### config.mk
export PLATFORM = sky130hd
export DESIGN_NAME = rhs_op_pipe
export DESIGN_NICKNAME = d
export VERILOG_FILES = /design/src/rtl/rhs_op_pkg.sv /design/src/rtl/rhs_op_alu.sv /design/src/rtl/rhs_op_pipe.sv
export SDC_FILE = /design/constraint.sdc
export NUM_CORES = 1
export LEC_CHECK = 0
export CAP_MARGIN = 0
export CORE_UTILIZATION = 40
export DETAILED_ROUTE_END_ITERATION = 10
export PLACE_DENSITY_LB_ADDON = 0.05
export RECOVER_POWER = 100
export SYNTH_ARGS = -nofsm -noshare
export SYNTH_HDL_FRONTEND = slang
export SYNTH_SLANG_ARGS = --single-unit
export TNS_END_PERCENT = 1
### constraint.sdc
create_clock -name clk -period 4.9 [get_ports clk]
set_input_delay 0.98 -clock clk [delete_from_list [all_inputs] [get_ports clk]]
set_output_delay 0.98 -clock clk [all_outputs]
set_load 0.05 [all_outputs]
### src/rtl/rhs_op_pkg.sv
// rhs_op_pkg: opcode encoding shared by the RHS-operation pipeline and its ALU
package rhs_op_pkg;
    typedef enum logic [2:0] {
        OP_ADD,
        OP_MIX,
        OP_EQ,
        OP_MUX,
        OP_CAT,
        OP_REPL,
        OP_RED,
        OP_ACC
    } rhs_op_e;
endpackage

### src/rtl/rhs_op_alu.sv
// rhs_op_alu: combinational evaluation of one RHS operation, including the accumulator step
module rhs_op_alu
    import rhs_op_pkg::*;
#(
    parameter int               WIDTH    = 8,
    parameter logic [WIDTH-1:0] ACC_INIT = '0
) (
    input  rhs_op_e          op_i,
    input  logic [WIDTH-1:0] a_i,
    input  logic [WIDTH-1:0] b_i,
    input  logic [WIDTH-1:0] c_i,
    input  logic             sel_i,
    input  logic [WIDTH-1:0] acc_i,
    output logic [WIDTH-1:0] data_o,
    output logic             flag_o,
    output logic [WIDTH-1:0] acc_next_o,
    output logic             acc_we_o
);
    localparam int H = WIDTH / 2;
    logic [WIDTH:0] sum;
    logic [WIDTH:0] acc_sum;
    // Result, side flag and accumulator update for the selected opcode
    always_comb begin
        sum        = {1'b0, a_i} + {1'b0, b_i};
        acc_sum    = {1'b0, acc_i} + {1'b0, a_i};
        data_o     = '0;
        flag_o     = 1'b0;
        acc_next_o = acc_i;
        acc_we_o   = 1'b0;
        case (op_i)
            OP_ADD:  {flag_o, data_o} = sum;
            OP_MIX: begin
                data_o = (a_i - b_i) ^ ~c_i;
                flag_o = a_i < b_i;
            end
            OP_EQ:   flag_o = (a_i == b_i) && sel_i;
            OP_MUX:  data_o = sel_i ? a_i : b_i;
            OP_CAT:  data_o = {a_i[H-1:0], b_i[H-1:0]};
            OP_REPL: begin
                data_o = {WIDTH{sel_i}};
                flag_o = sel_i;
            end
            OP_RED: begin
                data_o = WIDTH'({~&a_i, |a_i, ^a_i});
                flag_o = &a_i;
            end
            OP_ACC: begin
                acc_we_o   = 1'b1;
                acc_next_o = sel_i ? ACC_INIT : acc_sum[WIDTH-1:0];
                data_o     = acc_next_o;
                flag_o     = !sel_i && acc_sum[WIDTH];
            end
        endcase
    end
endmodule

### src/rtl/rhs_op_pipe.sv
// rhs_op_pipe: two-stage valid/ready pipeline applying one RHS operation per transaction
module rhs_op_pipe
    import rhs_op_pkg::*;
#(
    parameter int               WIDTH    = 8,
    parameter logic [WIDTH-1:0] ACC_INIT = '0
) (
    input  logic             clk,
    input  logic             rst,
    input  logic             in_valid,
    output logic             in_ready,
    input  logic [2:0]       in_op,
    input  logic [WIDTH-1:0] in_a,
    input  logic [WIDTH-1:0] in_b,
    input  logic [WIDTH-1:0] in_c,
    input  logic             in_sel,
    output logic             out_valid,
    input  logic             out_ready,
    output logic [WIDTH-1:0] out_data,
    output logic             out_flag
);
    typedef struct packed {
        rhs_op_e          op;
        logic [WIDTH-1:0] a;
        logic [WIDTH-1:0] b;
        logic [WIDTH-1:0] c;
        logic             sel;
    } rhs_req_t;

    rhs_req_t         req_q, req_d;
    logic             s1_valid_q, s1_valid_d;
    logic             out_valid_q, out_valid_d;
    logic [WIDTH-1:0] out_data_q, out_data_d;
    logic             out_flag_q, out_flag_d;
    logic [WIDTH-1:0] acc_q, acc_d;
    logic [WIDTH-1:0] alu_data, alu_acc_next;
    logic             alu_flag, alu_acc_we;
    logic             s2_free, s1_move;

    assign s2_free   = !out_valid_q || out_ready;
    assign s1_move   = s1_valid_q && s2_free;
    assign in_ready  = !s1_valid_q || s2_free;
    assign out_valid = out_valid_q;
    assign out_data  = out_data_q;
    assign out_flag  = out_flag_q;

    rhs_op_alu #(.WIDTH(WIDTH), .ACC_INIT(ACC_INIT)) u_alu (
        .op_i      (req_q.op),
        .a_i       (req_q.a),
        .b_i       (req_q.b),
        .c_i       (req_q.c),
        .sel_i     (req_q.sel),
        .acc_i     (acc_q),
        .data_o    (alu_data),
        .flag_o    (alu_flag),
        .acc_next_o(alu_acc_next),
        .acc_we_o  (alu_acc_we)
    );

    // Stage loads: S1 takes new requests, S2 takes the ALU result when S1 advances
    always_comb begin
        s1_valid_d  = in_ready ? in_valid : s1_valid_q;
        req_d       = (in_valid && in_ready) ? '{op: rhs_op_e'(in_op), a: in_a, b: in_b, c: in_c, sel: in_sel} : req_q;
        out_valid_d = s2_free ? s1_valid_q : out_valid_q;
        out_data_d  = s1_move ? alu_data : out_data_q;
        out_flag_d  = s1_move ? alu_flag : out_flag_q;
        acc_d       = (s1_move && alu_acc_we) ? alu_acc_next : acc_q;
    end

    // Pipeline and accumulator registers; reset discards anything in flight
    always_ff @(posedge clk or posedge rst) begin
        if (rst) begin
            req_q       <= '0;
            s1_valid_q  <= 1'b0;
            out_valid_q <= 1'b0;
            out_data_q  <= '0;
            out_flag_q  <= 1'b0;
            acc_q       <= ACC_INIT;
        end else begin
            req_q       <= req_d;
            s1_valid_q  <= s1_valid_d;
            out_valid_q <= out_valid_d;
            out_data_q  <= out_data_d;
            out_flag_q  <= out_flag_d;
            acc_q       <= acc_d;
        end
    end
endmodule

==> flow_metrics.env, run 1 <==
export IMPL_status="finished with violations"
export IMPL_violations="max-capacitance violations, max-slew violations"
export IMPL_wirelength_mm=9.13
export IMPL_coreArea_um2=8680
export IMPL_power_per_cell_area_nw_per_um2=448
export IMPL_grt_pass1_vias=2801
export IMPL_pin_count=43
export IMPL_root_buffer="clkbuf_8"
export IMPL_post_cts_buffers=0
export IMPL_cp_arrival_ns=2.53
export IMPL_setup_viol=0
export IMPL_grt_max_degree=48
export IMPL_clockBufferDepth=2
export IMPL_gr_total_overflow=0
export IMPL_cts_hold_buf=0
export IMPL_critPathRequiredTime_ns=3.92
export IMPL_routabilityCongestion=0.810
export IMPL_vias=2950
export IMPL_total_power_uw=1870
export IMPL_syn_to_final_growth_pct=17.0
export IMPL_min_period_over_period_pct=71.6
export IMPL_dp_hpwl_mm=6.77
export IMPL_yosysWarnings=0
export IMPL_worstPathMaxFanout=3
export IMPL_drt_first_pass_iters=5
export IMPL_cts_resized=0
export IMPL_synthFlopType="dfrtp_1"
export IMPL_die_area_um2=9300
export IMPL_ir_worst_vdd_mv=0.128
export IMPL_power_leakage_uw=0.00178
export IMPL_slew_headroom_pct=-18.1
export IMPL_cp_end_kind="output port"
export IMPL_antenna_found_initial=0
export IMPL_async_flop_share_pct=100
export IMPL_nNetsFinal=485
export IMPL_synth_seq_area_share_pct=33.0
export IMPL_critPathLaunchType="input port"
export IMPL_syn_inst=387
export IMPL_syn_num_nets=454
export IMPL_tightest_slew_ns=1.77
export IMPL_portBuffers=42
export IMPL_cts_buffers_inserted=5
export IMPL_holdCritPathClass="flip-flop to flip-flop"
export IMPL_rsz0062_at_grt="no"
export IMPL_drt_initial_drc_count=193
export IMPL_yosysUniqueCellTypes=53
export IMPL_layout_common_cells="dfrtp_1, ha_1, mux2_2"
export IMPL_hold_viol=0
export IMPL_setup_tns_ns=0
export IMPL_clkTransAtPathRegs_ns=0.09
export IMPL_rows=34
export IMPL_ys_ff_latch=47
export IMPL_drive_gt1_share_pct=10.5
export IMPL_period_minus_slack_ns=3.51
export IMPL_drc=0
export IMPL_grt_usage_pct=21.4
export IMPL_cts_sinks=47
export IMPL_synth_edf_count=0
export IMPL_cts_tree="yes"
export IMPL_avgSynthCellArea_um2=9.22
export IMPL_initial_utilization_pct=41.1
export IMPL_maxSlewViolCount=77
export IMPL_diodes=0
export IMPL_maxCapViolCount=2
export IMPL_dieHeight_um=96.5
export IMPL_vias_per_cell=5.60
export IMPL_wl_per_cell_um=17.3
export IMPL_clk_latency_ns=0.31
export IMPL_worst_clock_skew_ns=0.00599
export IMPL_antenna_left=0
export IMPL_timing_fmax_mhz=285
export IMPL_grt_first_pass_wirelength_mm=14.8
export IMPL_layout_commonest_cell="dfrtp_1"
export IMPL_die_w_um=96.5
export IMPL_crit_type="input port to output port"
export IMPL_cts_htree_levels=2
export IMPL_syn_area_um2=3570
-- synth_stat cells (8+ instances only) --
cell type | number | share of area, %
ha_1 | 32 | 11
nand2b_1 | 8 | 1.4
dfrtp_1 | 47 | 33
a21oi_1 | 30 | 4.2
nor2_1 | 22 | 2.3
clkbuf_1 | 9 | 0.95
nand2_1 | 27 | 2.8
xnor2_1 | 13 | 3.2
buf_2 | 9 | 1.3
inv_1 | 26 | 2.7
o21ai_0 | 25 | 3.5
nor3_1 | 9 | 1.3
mux2_2 | 31 | 9.8
-- power breakdown --
group          leakage (µW)  internal [µW]  switching, µW
clock network     0.0000644            204            142
logic               0.00115            397            532
registers          0.000563            478            119
-- routing by layer --
| metal | vias to the layer above | track usage, % | share of wire [%] | wire length [µm] |
|---|---|---|---|---|
| met1 | 1390 | 30.3 | 48 | 4340 |
| met3 | 7 | 3.36 | 5.1 | 465 |
| li1 | 1470 | - | - | - |
| met2 | 83 | 34.0 | 46 | 4240 |
| met5 | - | 0 | 0 | 0 |
| met4 | 0 | 5.39 | 0.96 | 88 |
-- registers in the layout, indices dropped and copies added (netlist names) --
name and flops:
acc_q 8, out_flag 1, req_q 28, s1_valid_q 1, out_valid 1, out_data 8
-- final timing paths --
check	start	endpoint	slack (ns)	depth (start not counted)
setup / recovery	out_ready	in_ready	1.39	3
hold / removal	out_data[0]	out_data[0]	0.49	2
setup reg to reg	req_q[19]	out_data[6]	2.03	7
hold reg to reg	out_data[0]	out_data[0]	0.49	2
max in group asynchronous	rst	acc_q[5]	2.20	2
min in group asynchronous	rst	req_q[0]	1.66	2
-- logic make-up (layout without fill, tap and decap cells) --
group	count (synthesis)	count (layout)	share of synthesized area (%)
AO/OA/AOI/OAI	111	111	20.4
AND/OR/NAND/NOR	97	97	13.4
flip-flops	47	47	33.0
buffers and inverters	45	77	5.26
adder cells (fa/ha/maj)	35	35	12.9
multiplexers	34	34	10.6
XOR/XNOR	18	18	4.42
-- metrics by stage --
step | std cells | util (%) | cell area [µm²] | setup WS (ns) | hold WS [ns]
final | 527 | 48.1 | 4170 | 1.39 | 0.492
after global routing | 527 | 48.1 | 4170 | 1.33 | 0.530
after CTS | 527 | 48.1 | 4180 | 1.52 | 0.504
after detailed placement | 519 | 46.6 | 4040 | 1.52 | 0.482
after global placement | 519 | 46.6 | 4040 | 1.53 | 0.475
after floorplan | 387 | - | 3570 | 2.24 | 0.453
-- area by class of cell --
type / instances / area [µm²]
clock buffers: 5 / 68.8
repair buffers: 43 / 424
inverters: 26 / 97.6
multi-input cells: 295 / 2200
fillers: 865 / 4500
flip-flops and latches: 47 / 1180
well taps: 108 / 135
clock inverters: 3 / 67.6
-- worst max-delay path, cell delays in order --
cell,delay [ns]
dlygate4sd3_1,0.53
nand3b_1,0.14
dlygate4sd3_1,0.88
(Power assumes the default switching activity.)
==> inputs of run 2 (changes only) <==
- clock period: 4.9 -> 3 ns (I/O delays scaled with it)
==> run 2 against run 1 <==
Against the previous run: the run now ends clean; hold slack improved by 0.0019 ns; routed wire length increased by 6.5%; register-to-register slack got worse by 1.8 ns; combinational power increased by 68%; global-route usage increased by 1.1 points; worst setup slack got worse by 1.1 ns; flip-flop and latch count unchanged; critical path type is now flip-flop to flip-flop; largest power group unchanged.
==> flow_metrics.env, run 2 (synthesis gave the netlist of run 1 again) <==
export IMPL_status="completed"
export IMPL_vias=3054
export IMPL_nNetsFinal=494
export IMPL_slowest_delay_ns=0.58
export IMPL_ir_worst_vdd_mv=0.315
export IMPL_dieHeight_um=96.5
export IMPL_worstPathMaxFanout=6
export IMPL_cts_htree_levels=2
export IMPL_cts_resized=0
export IMPL_crit_type="flip-flop to flip-flop"
export IMPL_grt_usage_pct=22.5
export IMPL_final_area_um2=4230
export IMPL_cp_arrival_ns=2.97
export IMPL_routabilityCongestion=0.855
export IMPL_cp_end_kind="flip-flop"
export IMPL_dp_hpwl_mm=7.40
export IMPL_setup_tns_ns=0
export IMPL_regArea_um2=1180
export IMPL_setup_viol=0
export IMPL_place_inst=528
export IMPL_layout_commonest_cell="dfrtp_1"
export IMPL_cts_hold_buf=0
export IMPL_antenna_left=0
export IMPL_rows=34
export IMPL_vias_per_cell=5.70
export IMPL_wirelength_mm=9.72
export IMPL_finalNonFillerCells=536
export IMPL_largest_reg_flops=28
export IMPL_gr_total_overflow=0
export IMPL_critPathLaunchType="flip-flop"
export IMPL_post_cts_buffers=0
export IMPL_drc=0
export IMPL_multi_input_area_um2=2200
export IMPL_clk_latency_ns=0.31
export IMPL_worst_clock_skew_ns=0.00689
export IMPL_wl_per_cell_um=18.1
export IMPL_syn_to_final_growth_pct=18.6
export IMPL_min_period_over_period_pct=90.9
export IMPL_rsz0062_at_grt="no"
export IMPL_critPathSlowestCell="a2111oi_0"
export IMPL_clockBufferDepth=2
export IMPL_crit_chain="inv_1 -> ha_1 -> inv_1 -> fa_1 -> a21o_1 -> a21oi_1 -> o21ai_0 -> a2111oi_0 -> o32a_1"
export IMPL_holdCritPathClass="flip-flop to flip-flop"
export IMPL_slew_headroom_pct=30.2
export IMPL_initial_utilization_pct=41.1
export IMPL_die_w_um=96.5
export IMPL_power_leakage_uw=0.00182
export IMPL_drive_gt1_share_pct=12.1
export IMPL_drt_first_pass_iters=6
export IMPL_timing_fmax_mhz=367
export IMPL_crit_family="compound AO/OA/AOI/OAI gates"
export IMPL_root_buffer="clkbuf_8"
export IMPL_crit_top_cell="inv_1"
export IMPL_power_per_cell_area_nw_per_um2=731
export IMPL_hold_viol=0
export IMPL_grt_max_degree=26
export IMPL_cp_num_buf_inv=2
export IMPL_period_minus_slack_ns=2.73
export IMPL_drt_initial_drc_count=247
export IMPL_clkTransAtPathRegs_ns=0.10
export IMPL_maxCapViolCount=0
export IMPL_tightest_slew_ns=1.05
export IMPL_layout_common_cells="dfrtp_1, ha_1, mux2_2"
export IMPL_post_dp_cell_area_um2=4120
export IMPL_r2r_slack_ns=0.27
export IMPL_antenna_found_initial=0
export IMPL_pin_count=43
export IMPL_largest_register="req_q"
export IMPL_critPathRequiredTime_ns=3.25
export IMPL_cts_sinks=47
export IMPL_grt_first_pass_wirelength_mm=15.6
export IMPL_maxSlewViolCount=0
export IMPL_diodes=0
export IMPL_cts_buffers_inserted=5
export IMPL_cts_tree="yes"
export IMPL_portBuffers=42
export IMPL_die_area_um2=9300
export IMPL_final_core_util_pct=48.8
export IMPL_final_fill_count=869
export IMPL_coreArea_um2=8680
export IMPL_total_power_uw=3100
export IMPL_grt_pass1_vias=2886
==> run 2: final cells by class <==
cell class | instances | share of cell area (%)
flip-flops and latches | 47 | 27.8
repair buffers | 52 | 11.3
clock buffers | 5 | 1.63
multi-input cells | 295 | 52.1
well taps | 108 | 3.19
clock inverters | 3 | 1.68
inverters | 26 | 2.31
==> run 2: through the flow <==
step	setup slack, ns	hold slack [ns]
final	0.273	0.494
after global routing	0.0802	0.536
after CTS	0.323	0.496
after detailed placement	0.254	0.474
after global placement	0.302	0.472
after floorplan	0.652	0.453
==> run 2: per-layer routing <==
metal	up-vias	global-route usage, %	wire length [µm]
met4	0	7.11	262
li1	1480	-	-
met3	10	4.77	557
met5	-	0	0
met1	1471	31.4	4560
met2	93	34.7	4340
==> run 2: worst paths after layout <==
check,endpoint,depth (start not counted),start
max,out_flag,9,req_q[17]
min,out_data[1],2,out_data[1]
max reg2reg,out_flag,9,req_q[17]
min reg2reg,out_data[1],2,out_data[1]
max in group asynchronous,req_q[3],3,rst
min in group asynchronous,req_q[25],2,rst
==> run 2: power by group <==
part	switching (µW)	internal, µW
Combinational	896	664
Sequential	175	781
Clock	241	339
==> run 2: worst min-delay path, stage by stage, from the launching register on <==
cell	delay, ns
dfrtp_1	0.36
nand2_1	0.05
o21ai_0	0.06
